## src/rtl/cpu_mem_stage.sv

```systemverilog
// cpu_mem_stage: memory stage of the 16-bit five-stage pipeline.
// Takes the EX/MEM register outputs, runs loads and stores over a variable-latency
// ready-handshaked data-memory port, stalls upstream while an access is outstanding,
// and owns the MEM/WB register. A sticky watchdog flags accesses that never complete.
// Ports:
//   clk, rst_n                  clock, async active-low reset
//   ex_*                        EX/MEM pipeline register contents
//   mem_req/we/addr/wdata       data-memory request (registered)
//   mem_rdata, mem_ready        data-memory response
//   stall_o                     combinational upstream hold
//   wb_valid/regWrite/writeReg/data   MEM/WB pipeline register
//   mem_timeout                 sticky watchdog flag
module cpu_mem_stage #(
    parameter int unsigned TIMEOUT = 255
) (
    input  logic        clk,
    input  logic        rst_n,
    input  logic        ex_valid,
    input  logic [15:0] ex_aluOut,
    input  logic [15:0] ex_storeData,
    input  logic        ex_memRead,
    input  logic        ex_memWrite,
    input  logic        ex_memToReg,
    input  logic        ex_regWrite,
    input  logic [3:0]  ex_writeReg,
    output logic        mem_req,
    output logic        mem_we,
    output logic [15:0] mem_addr,
    output logic [15:0] mem_wdata,
    input  logic [15:0] mem_rdata,
    input  logic        mem_ready,
    output logic        stall_o,
    output logic        wb_valid,
    output logic        wb_regWrite,
    output logic [3:0]  wb_writeReg,
    output logic [15:0] wb_data,
    output logic        mem_timeout
);

    localparam int unsigned DW = 16;
    localparam int unsigned RW = 4;
    localparam int unsigned CW = 16;

    typedef enum logic {IDLE, BUSY} state_t;

    state_t        state, state_nx;
    logic          mem_req_nx, mem_we_nx, wb_valid_nx, wb_regwrite_nx, timeout_nx;
    logic [DW-1:0] mem_addr_nx, mem_wdata_nx, wb_data_nx;
    logic [RW-1:0] wb_writereg_nx;
    logic [CW-1:0] cnt, cnt_nx, cnt_sat;

    // Writeback controls captured at accept time
    logic          lat_regwrite, lat_regwrite_nx;
    logic          lat_load, lat_load_nx;     // read whose result goes to the register file
    logic [RW-1:0] lat_writereg, lat_writereg_nx;
    logic [DW-1:0] lat_alu, lat_alu_nx;

    logic is_mem;
    logic done;

    assign is_mem  = ex_valid & (ex_memRead | ex_memWrite);
    assign done    = (state == BUSY) & mem_ready;
    assign stall_o = is_mem & ~done;
    assign cnt_sat = (cnt == '1) ? cnt : cnt + CW'(1);

    // Next-state and next-register values
    always_comb begin
        state_nx        = state;
        mem_req_nx      = mem_req;
        mem_we_nx       = mem_we;
        mem_addr_nx     = mem_addr;
        mem_wdata_nx    = mem_wdata;
        timeout_nx      = mem_timeout;
        cnt_nx          = cnt;
        lat_regwrite_nx = lat_regwrite;
        lat_load_nx     = lat_load;
        lat_writereg_nx = lat_writereg;
        lat_alu_nx      = lat_alu;
        // MEM/WB defaults to a bubble
        wb_valid_nx     = 1'b0;
        wb_regwrite_nx  = 1'b0;
        wb_writereg_nx  = '0;
        wb_data_nx      = '0;

        case (state)
            IDLE: begin
                if (is_mem) begin
                    state_nx        = BUSY;
                    mem_req_nx      = 1'b1;
                    mem_we_nx       = ex_memWrite;
                    mem_addr_nx     = {ex_aluOut[DW-1:1], 1'b0};
                    mem_wdata_nx    = ex_storeData;
                    cnt_nx          = '0;
                    lat_regwrite_nx = ex_regWrite;
                    // A write wins when both read and write are set
                    lat_load_nx     = ex_memToReg & ex_memRead & ~ex_memWrite;
                    lat_writereg_nx = ex_writeReg;
                    lat_alu_nx      = ex_aluOut;
                end else if (ex_valid) begin
                    wb_valid_nx    = 1'b1;
                    wb_regwrite_nx = ex_regWrite;
                    wb_writereg_nx = ex_writeReg;
                    wb_data_nx     = ex_aluOut;
                end
            end
            BUSY: begin
                if (mem_ready) begin
                    state_nx       = IDLE;
                    mem_req_nx     = 1'b0;
                    cnt_nx         = '0;
                    wb_valid_nx    = 1'b1;
                    wb_regwrite_nx = lat_regwrite;
                    wb_writereg_nx = lat_writereg;
                    wb_data_nx     = lat_load ? mem_rdata : lat_alu;
                end else begin
                    cnt_nx = cnt_sat;
                    if (cnt_sat >= CW'(TIMEOUT)) begin
                        timeout_nx = 1'b1;
                    end
                end
            end
            default: state_nx = IDLE;
        endcase
    end

    // State and output registers
    always_ff @(posedge clk or negedge rst_n) begin
        if (!rst_n) begin
            state        <= IDLE;
            mem_req      <= 1'b0;
            mem_we       <= 1'b0;
            mem_addr     <= '0;
            mem_wdata    <= '0;
            mem_timeout  <= 1'b0;
            cnt          <= '0;
            wb_valid     <= 1'b0;
            wb_regWrite  <= 1'b0;
            wb_writeReg  <= '0;
            wb_data      <= '0;
            lat_regwrite <= 1'b0;
            lat_load     <= 1'b0;
            lat_writereg <= '0;
            lat_alu      <= '0;
        end else begin
            state        <= state_nx;
            mem_req      <= mem_req_nx;
            mem_we       <= mem_we_nx;
            mem_addr     <= mem_addr_nx;
            mem_wdata    <= mem_wdata_nx;
            mem_timeout  <= timeout_nx;
            cnt          <= cnt_nx;
            wb_valid     <= wb_valid_nx;
            wb_regWrite  <= wb_regwrite_nx;
            wb_writeReg  <= wb_writereg_nx;
            wb_data      <= wb_data_nx;
            lat_regwrite <= lat_regwrite_nx;
            lat_load     <= lat_load_nx;
            lat_writereg <= lat_writereg_nx;
            lat_alu      <= lat_alu_nx;
        end
    end

endmodule

```

## config.mk

```make
export PLATFORM = sky130hd
export DESIGN_NAME = cpu_mem_stage
export DESIGN_NICKNAME = d
export VERILOG_FILES = /design/src/rtl/cpu_mem_stage.sv
export SDC_FILE = /design/constraint.sdc
export NUM_CORES = 1
export LEC_CHECK = 0
export ABC_AREA = 1
export ABC_CLOCK_PERIOD_IN_PS = 1540
export CORE_ASPECT_RATIO = 0.6
export CORE_MARGIN = 2
export CORE_UTILIZATION = 30
export DETAILED_ROUTE_END_ITERATION = 8
export PLACE_DENSITY = 0.56
export SLEW_MARGIN = 15
export SYNTH_ARGS = -nofsm -noshare
export SYNTH_HDL_FRONTEND = slang
export SYNTH_SLANG_ARGS = --single-unit
```

## constraint.sdc

```tcl
create_clock -name clk -period 1.54 [get_ports clk]
set_input_delay 0.308 -clock clk [delete_from_list [all_inputs] [get_ports clk]]
set_output_delay 0.308 -clock clk [all_outputs]
set_load 0.005 [all_outputs]
```

==> flow_metrics.env, run 1 <==
export IMPL_end_kind="register"
export IMPL_yosysSeqAreaShare=0.526
export IMPL_cp_max_fo=8
export IMPL_hold_depth=4
export IMPL_layout_min_cycle_time_ps=1620
export IMPL_comb_power_share=0.214
export IMPL_synth_seq_cells=80
export IMPL_grt_first_pass_wirelength_mm=18.6
export IMPL_path_clk_slew_ps=60
export IMPL_yosysUniqueCellTypes=26
export IMPL_die_area_um2=13600
export IMPL_synthesis_area_um2=3800
export IMPL_firstDrtPassIters=4
export IMPL_path_class="register to register"
export IMPL_finalCoreUtilization=0.482
export IMPL_hold_path_endpoint="wb_valid$_DFF_PN0_"
export IMPL_synth_nets=532
export IMPL_slew_violations=0
export IMPL_violations="negative setup slack"
export IMPL_drive_gt1_frac=0.177
export IMPL_p_sw_mw=1.60
export IMPL_seqPwrFrac=0.419
export IMPL_htreeDepth=3
export IMPL_min_path_type="primary input to register"
export IMPL_power_frac_clock=0.367
export IMPL_drc_errors=0
export IMPL_clockBufferDepth=2
export IMPL_status="finished, violations left"
export IMPL_pwr_density_cell_nw_per_um2=1040
export IMPL_fmax_mhz=618
export IMPL_p_sw_frac=0.260
export IMPL_crit_required_ps=1760
export IMPL_synth_area_per_cell_um2=8.07
export IMPL_antenna_found_initial=1
export IMPL_start_kind="register"
export IMPL_initial_core_util=0.311
export IMPL_timing_rr_end="mem_timeout$_DFFE_PN0P_"
export IMPL_grt_use_total=0.174
export IMPL_coreArea_um2=12200
export IMPL_drtAntennaViolNets=0
export IMPL_p_int_mw=4.54
export IMPL_post_route_period_util=1.05
export IMPL_place_ws_ps=-279
export IMPL_dr_total_vias=3577
export IMPL_hold_start="mem_ready"
export IMPL_cts_root_buf="clkbuf_16"
export IMPL_crit_arrival_ps=1830
export IMPL_dp_hpwl_mm=8.09
export IMPL_cts_made_buffers=9
export IMPL_maxCapViolations=0
export IMPL_grt_start_max_net_pins=40
export IMPL_grt_pass1_vias=3716
export IMPL_timing_rr_start="cnt[1]$_DFFE_PN0P_"
export IMPL_fin_nets=684
export IMPL_reg2regPathDepth=11
export IMPL_io_pins=118
export IMPL_clock_sinks=80
export IMPL_hold_viol=0
export IMPL_place_area_um2=5430
export IMPL_cts_tree="built"
export IMPL_reg2reg_slack_ps=-80
export IMPL_gp_congestion=0.827
export IMPL_rsz0062_at_grt="yes"
export IMPL_viasPerCell=4.51
export IMPL_overflow=0
export IMPL_drtIter0Drc=119
export IMPL_die_height_um=91.2
export IMPL_place_port_buffers=116
export IMPL_area_delta_synth_final_pct=54.9
export IMPL_fin_skew_ps=5.83
export IMPL_power_leakage_nw=3.01
export IMPL_routedWlPerCell_um=14.1
export IMPL_fp_dieW_um=149
export IMPL_ir_worst_vdd_v=0.000655
export IMPL_wirelength_mm=11.2
export IMPL_clock_latency_ps=330
export IMPL_syn_inst=471
export IMPL_setup_slack_ps=-77.2
export IMPL_fin_area_um2=5890
export IMPL_row_count=31
export IMPL_ys_warn_count=0
export IMPL_setup_viol=1
-- worst max-delay path by stage --
stage                                   from                      end  slack, ps  cells past startpoint
after floorplan           cnt[1]$_DFFE_PN0P_  mem_timeout$_DFFE_PN0P_         20                     12
after detailed placement           mem_ready                  stall_o       -280                      5
after global routing      cnt[1]$_DFFE_PN0P_  mem_timeout$_DFFE_PN0P_       -210                     12
after CTS                 cnt[0]$_DFFE_PN0P_  mem_timeout$_DFFE_PN0P_        -90                     12
final                     cnt[1]$_DFFE_PN0P_  mem_timeout$_DFFE_PN0P_        -80                     11
after global placement             mem_ready                  stall_o       -270                      5
-- kinds of logic after synthesis --
group                      share of synthesized area
buffers and inverters                          0.100
DFF                                            0.526
and+or+nand+nor                                0.243
other                                       0.000986
AOI/OAI and AO/OA                              0.124
adders and majority gates                    0.00329
xor gates and xnor gates                     0.00230
-- state kept, by name (all words and copies together) (netlist names) --
name          cells
mem_wdata        16
lat_alu          16
cnt              16
mem_req           1
wb_data          16
wb_writeReg       4
lat_writereg      4
mem_we            1
lat_load          1
state             1
mem_timeout       1
wb_regWrite       1
lat_regwrite      1
wb_valid          1
-- what timing repair did --
action	4_1_cts	5_1_grt
endpoints found under the hold margin	22	0
pin swaps	6	2
buffers inserted	3	2
endpoints found under the setup margin	22	29
hold buffers	1	0
resized for setup	34	30
-- worst max-delay path, stage by stage, from the launching register on --
cell and delay [ps]:
dfrtp_1 380, ha_2 210, inv_2 80, nor2_4 40, nand2_4 100, clkinv_4 90
nand2_8 110, nand4_1 110, nor2_1 150, nand3_2 100, nand2_1 80, nand2_1 50
-- cell usage in the layout (no fill, tap or decap), drive strengths merged, types with 3 or more instances in the layout --
| cell type | synthesis | routed |
|---|---|---|
| dfrtp | 80 | 80 |
| nand3 | 21 | 21 |
| a21oi | 4 | 4 |
| buf | 18 | 55 |
| clkinv | 3 | 3 |
| clkbuf | 12 | 11 |
| nand2 | 144 | 144 |
| nor2 | 47 | 47 |
| inv | 52 | 52 |
| o22ai | 25 | 25 |
| dlymetal6s2s | 0 | 19 |
| dlygate4sd2 | 0 | 15 |
| clkinvlp | 0 | 3 |
| clkdlybuf4s50 | 0 | 80 |
| o21ai | 57 | 57 |
| nand4 | 4 | 4 |
-- stage by stage --
| step | std cells | hold WS (ps) | power (mW) | setup TNS (ps) |
|---|---|---|---|---|
| after floorplan | 471 | 12.4 | 3.13 | 0 |
| after global placement | 771 | 244 | 3.99 | -3990 |
| after detailed placement | 771 | 248 | 4.01 | -4680 |
| after CTS | 790 | 430 | 6.27 | -107 |
| after global routing | 792 | 406 | 6.49 | -672 |
| final | 793 | 386 | 6.14 | -77.2 |
-- final cells by class --
cell class | count | area (µm²)
clock inverters | 5 | 82.6
flip-flops and latches | 80 | 2010
diodes | 1 | 2.50
inverters | 55 | 211
clock buffers | 10 | 229
fillers | 1175 | 6330
repair buffers | 171 | 1660
multi-input cells | 306 | 1490
well taps | 165 | 206
-- per-layer routing --
metal | up-vias | GRT usage | share of wire
met5 | - | 0 | 0
met4 | 0 | 0.0421 | 0.011
met3 | 13 | 0.0714 | 0.081
met2 | 112 | 0.256 | 0.42
met1 | 1655 | 0.238 | 0.49
li1 | 1797 | - | -
-- cells in the mapped netlist --
library cell,n,area (µm²)
a21oi_1,4,20.0
a32o_1,1,10.0
buf_1,1,3.75
buf_2,1,5.00
buf_4,16,120
clkbuf_1,12,45.0
clkinv_1,2,7.51
clkinv_2,1,5.00
conb_1,1,3.75
dfrtp_1,80,2000
ha_1,1,12.5
inv_1,49,184
inv_2,3,11.3
nand2_1,137,514
nand2_2,5,31.3
nand2_4,2,22.5
nand3_1,20,100
nand3_2,1,10.0
nand4_1,4,25.0
nor2_1,38,143
nor2_2,5,31.3
nor2_4,4,45.0
o21ai_0,54,270
o21ai_1,3,15.0
o22ai_1,25,156
xor2_1,1,8.76
-- power groups by stage --
stage	combinational (mW)	sequential (mW)	clock, mW
floorplan	0.526	2.60	0
global placement	1.39	2.60	0
detailed placement	1.40	2.61	0
CTS	1.37	2.58	2.32
global route	1.46	2.61	2.41
finish	1.32	2.57	2.25
Note: power is estimated with default switching activity, not from simulation.
==> run 2: changes to the inputs <==
--- a/config.mk
+++ b/config.mk
@@ -9,9 +9,9 @@
 export ABC_CLOCK_PERIOD_IN_PS = 1540
 export CORE_ASPECT_RATIO = 0.6
 export CORE_MARGIN = 2
-export CORE_UTILIZATION = 30
+export CORE_UTILIZATION = 25
 export DETAILED_ROUTE_END_ITERATION = 8
-export PLACE_DENSITY = 0.56
+export PLACE_DENSITY = 0.48
 export SLEW_MARGIN = 15
 export SYNTH_ARGS = -nofsm -noshare
 export SYNTH_HDL_FRONTEND = slang
==> run 2 against run 1 <==
  * The run still ends with negative setup slack left
  * Largest power group unchanged
  * Critical path type unchanged
  * Combinational power increased by 13%
  * Routed wire length increased by 9.6%
  * Final cell count up 5.9%
  * Utilization shrank 6.1 points
  * Largest cell class unchanged
  * Register-to-register slack got worse by 50 ps
==> flow_metrics.env, run 2 (synthesis gave the netlist of run 1 again) <==
export IMPL_status="finished, violations left"
export IMPL_cts_tree="built"
export IMPL_path_clk_slew_ps=70
export IMPL_pwr_density_cell_nw_per_um2=1030
export IMPL_fp_dieW_um=163
export IMPL_drc_errors=0
export IMPL_cp_cell_sequence="ha_4 > inv_4 > nor2_4 > nand2_4 > nor2_4 > nand2_1 > nand2_2 > nor2_4 > nand3_2 > nand3_2 > nand2_2 > nand2_1"
export IMPL_antenna_cells=0
export IMPL_area_delta_synth_final_pct=62.3
export IMPL_max_stage_delay_ps=420
export IMPL_fin_nets=698
export IMPL_reg2regPathDepth=12
export IMPL_die_area_um2=16200
export IMPL_dp_hpwl_mm=8.60
export IMPL_gp_congestion=0.866
export IMPL_place_ws_ps=-336
export IMPL_hold_viol=0
export IMPL_antenna_found_initial=0
export IMPL_multi_input_area_um2=1600
export IMPL_grt_pass1_vias=3703
export IMPL_layout_min_cycle_time_ps=1670
export IMPL_register_area_um2=2010
export IMPL_crit_slowest_cell="dfrtp_1"
export IMPL_final_cells=840
export IMPL_cp_buffers_inverters=1
export IMPL_violations="negative setup slack"
export IMPL_nFillCells=1465
export IMPL_cts_made_buffers=9
export IMPL_crit_required_ps=1770
export IMPL_die_height_um=99.5
export IMPL_cp_top_family="simple AND/OR/NAND/NOR gates"
export IMPL_grt_start_max_net_pins=33
export IMPL_dp_cells=802
export IMPL_power_leakage_nw=3.10
export IMPL_ir_worst_vdd_v=0.000570
export IMPL_p_sw_mw=1.79
export IMPL_end_kind="register"
export IMPL_htreeDepth=3
export IMPL_slew_violations=0
export IMPL_wirelength_mm=12.3
export IMPL_setup_viol=4
export IMPL_rsz0062_at_grt="yes"
export IMPL_crit_top_cell="nor2_4"
export IMPL_setup_slack_ps=-127
export IMPL_final_common_cell="nand2_1"
export IMPL_overflow=0
export IMPL_crit_cells=12
export IMPL_grt_use_total=0.154
export IMPL_crit_arrival_ps=1900
export IMPL_coreArea_um2=14700
export IMPL_clock_sinks=80
export IMPL_seqPwrFrac=0.408
export IMPL_start_kind="register"
export IMPL_initial_core_util=0.259
export IMPL_cts_root_buf="clkbuf_16"
export IMPL_place_port_buffers=116
export IMPL_fmax_mhz=600
export IMPL_row_count=34
export IMPL_viasPerCell=4.34
export IMPL_finalSetupTns_ps=-312
export IMPL_dr_total_vias=3646
export IMPL_clockBufferDepth=2
export IMPL_drive_gt1_frac=0.232
export IMPL_path_class="register to register"
export IMPL_p_int_mw=4.54
export IMPL_min_path_type="primary input to register"
export IMPL_io_pins=118
export IMPL_fin_skew_ps=11.1
export IMPL_finalCoreUtilization=0.420
export IMPL_power_frac_clock=0.356
export IMPL_grt_first_pass_wirelength_mm=19.5
export IMPL_drtIter0Drc=166
export IMPL_firstDrtPassIters=6
export IMPL_clock_latency_ps=340
export IMPL_post_route_period_util=1.08
export IMPL_drtAntennaViolNets=0
export IMPL_p_sw_frac=0.283
export IMPL_cp_max_fo=5
export IMPL_hold_slack_ps=397
export IMPL_maxCapViolations=0
export IMPL_comb_power_share=0.236
export IMPL_layout_cells_most_common_list="nand2_1, clkdlybuf4s50_1, dfrtp_1"
export IMPL_routedWlPerCell_um=14.6
export IMPL_hold_depth=4
==> run 2: cell types whose count changed in the layout (fill, tap and decap cells not counted), sizes merged <==
| cell | previous run | this run |
|---|---|---|
| dlymetal6s2s | 19 | 18 |
| clkinvlp | 3 | 1 |
| inv | 52 | 55 |
| clkdlybuf4s50 | 80 | 81 |
| clkdlybuf4s15 | 0 | 1 |
| clkbuf | 11 | 9 |
| clkinv | 3 | 5 |
| buf | 55 | 69 |
| bufinv | 2 | 1 |
| diode | 1 | 0 |
==> run 2: final cells by class <==
cell class | instances | share of cell area
clock buffers | 9 | 0.0365
multi-input cells | 306 | 0.260
clock inverters | 7 | 0.0140
repair buffers | 185 | 0.290
inverters | 55 | 0.0347
flip-flops and latches | 80 | 0.325
well taps | 198 | 0.0401
==> run 2: final timing paths <==
path | end | start | slack, ps
max | mem_timeout$_DFFE_PN0P_ | cnt[1]$_DFFE_PN0P_ | -130
min reg2reg | mem_timeout$_DFFE_PN0P_ | mem_timeout$_DFFE_PN0P_ | 460
min | mem_we$_DFFE_PN0P_ | ex_memWrite | 400
max in group asynchronous | lat_writereg[0]$_DFFE_PN0P_ | rst_n | 610
min in group asynchronous | wb_data[6]$_DFF_PN0_ | rst_n | 430
max reg2reg | mem_timeout$_DFFE_PN0P_ | cnt[1]$_DFFE_PN0P_ | -130
==> run 2: power groups by stage <==
stage | Combinational [mW] | Clock, mW | Sequential [mW]
global placement | 1.41 | 0 | 2.62
finish | 1.49 | 2.25 | 2.58
detailed placement | 1.42 | 0 | 2.62
floorplan | 0.526 | 0 | 2.60
CTS | 1.46 | 2.32 | 2.58
global route | 1.65 | 2.41 | 2.62
==> run 2: metal layers <==
layer / track usage / routed length, µm / vias to the layer above
li1: - / - / 1817
met4: 0.0381 / 123 / 0
met5: 0 / 0 / -
met2: 0.220 / 5250 / 103
met3: 0.0384 / 790 / 9
met1: 0.229 / 6100 / 1717
==> run 2: metrics by stage <==
| stage | area [µm²] | power (mW) |
|---|---|---|
| 6_report | 6170 | 6.33 |
| 3_5_place_dp | 5450 | 4.04 |
| 3_3_place_gp | 5450 | 4.02 |
| 5_1_grt | 6170 | 6.68 |
| 2_1_floorplan | 3800 | 3.13 |
| 4_1_cts | 5930 | 6.36 |
==> run 2: worst register-to-register path: cells and delay by family, from the launching register on <==
family                   cells  cell delay, ps
buffers and inverters        1              50
adder cells (fa/ha/maj)      1             200
flip-flops                   1             420
AND/OR/NAND/NOR             10             910
==> run 2: repair_timing <==
item	in CTS	in global routing
resized for setup	38	60
hold endpoints to repair	25	0
gates cloned	0	0
setup endpoints to repair	22	30
pin swaps	19	28
hold buffers	1	0
buffers inserted	14	10
==> run 3: changes to the inputs <==
--- a/config.mk
+++ b/config.mk
@@ -11,6 +11,7 @@
 export CORE_MARGIN = 2
 export CORE_UTILIZATION = 25
 export DETAILED_ROUTE_END_ITERATION = 8
+export GPL_ROUTABILITY_DRIVEN = 0
 export PLACE_DENSITY = 0.48
 export SLEW_MARGIN = 15
 export SYNTH_ARGS = -nofsm -noshare
==> results of run 3 <==
Final layout, timing and power as in run 2 (identical DEF).
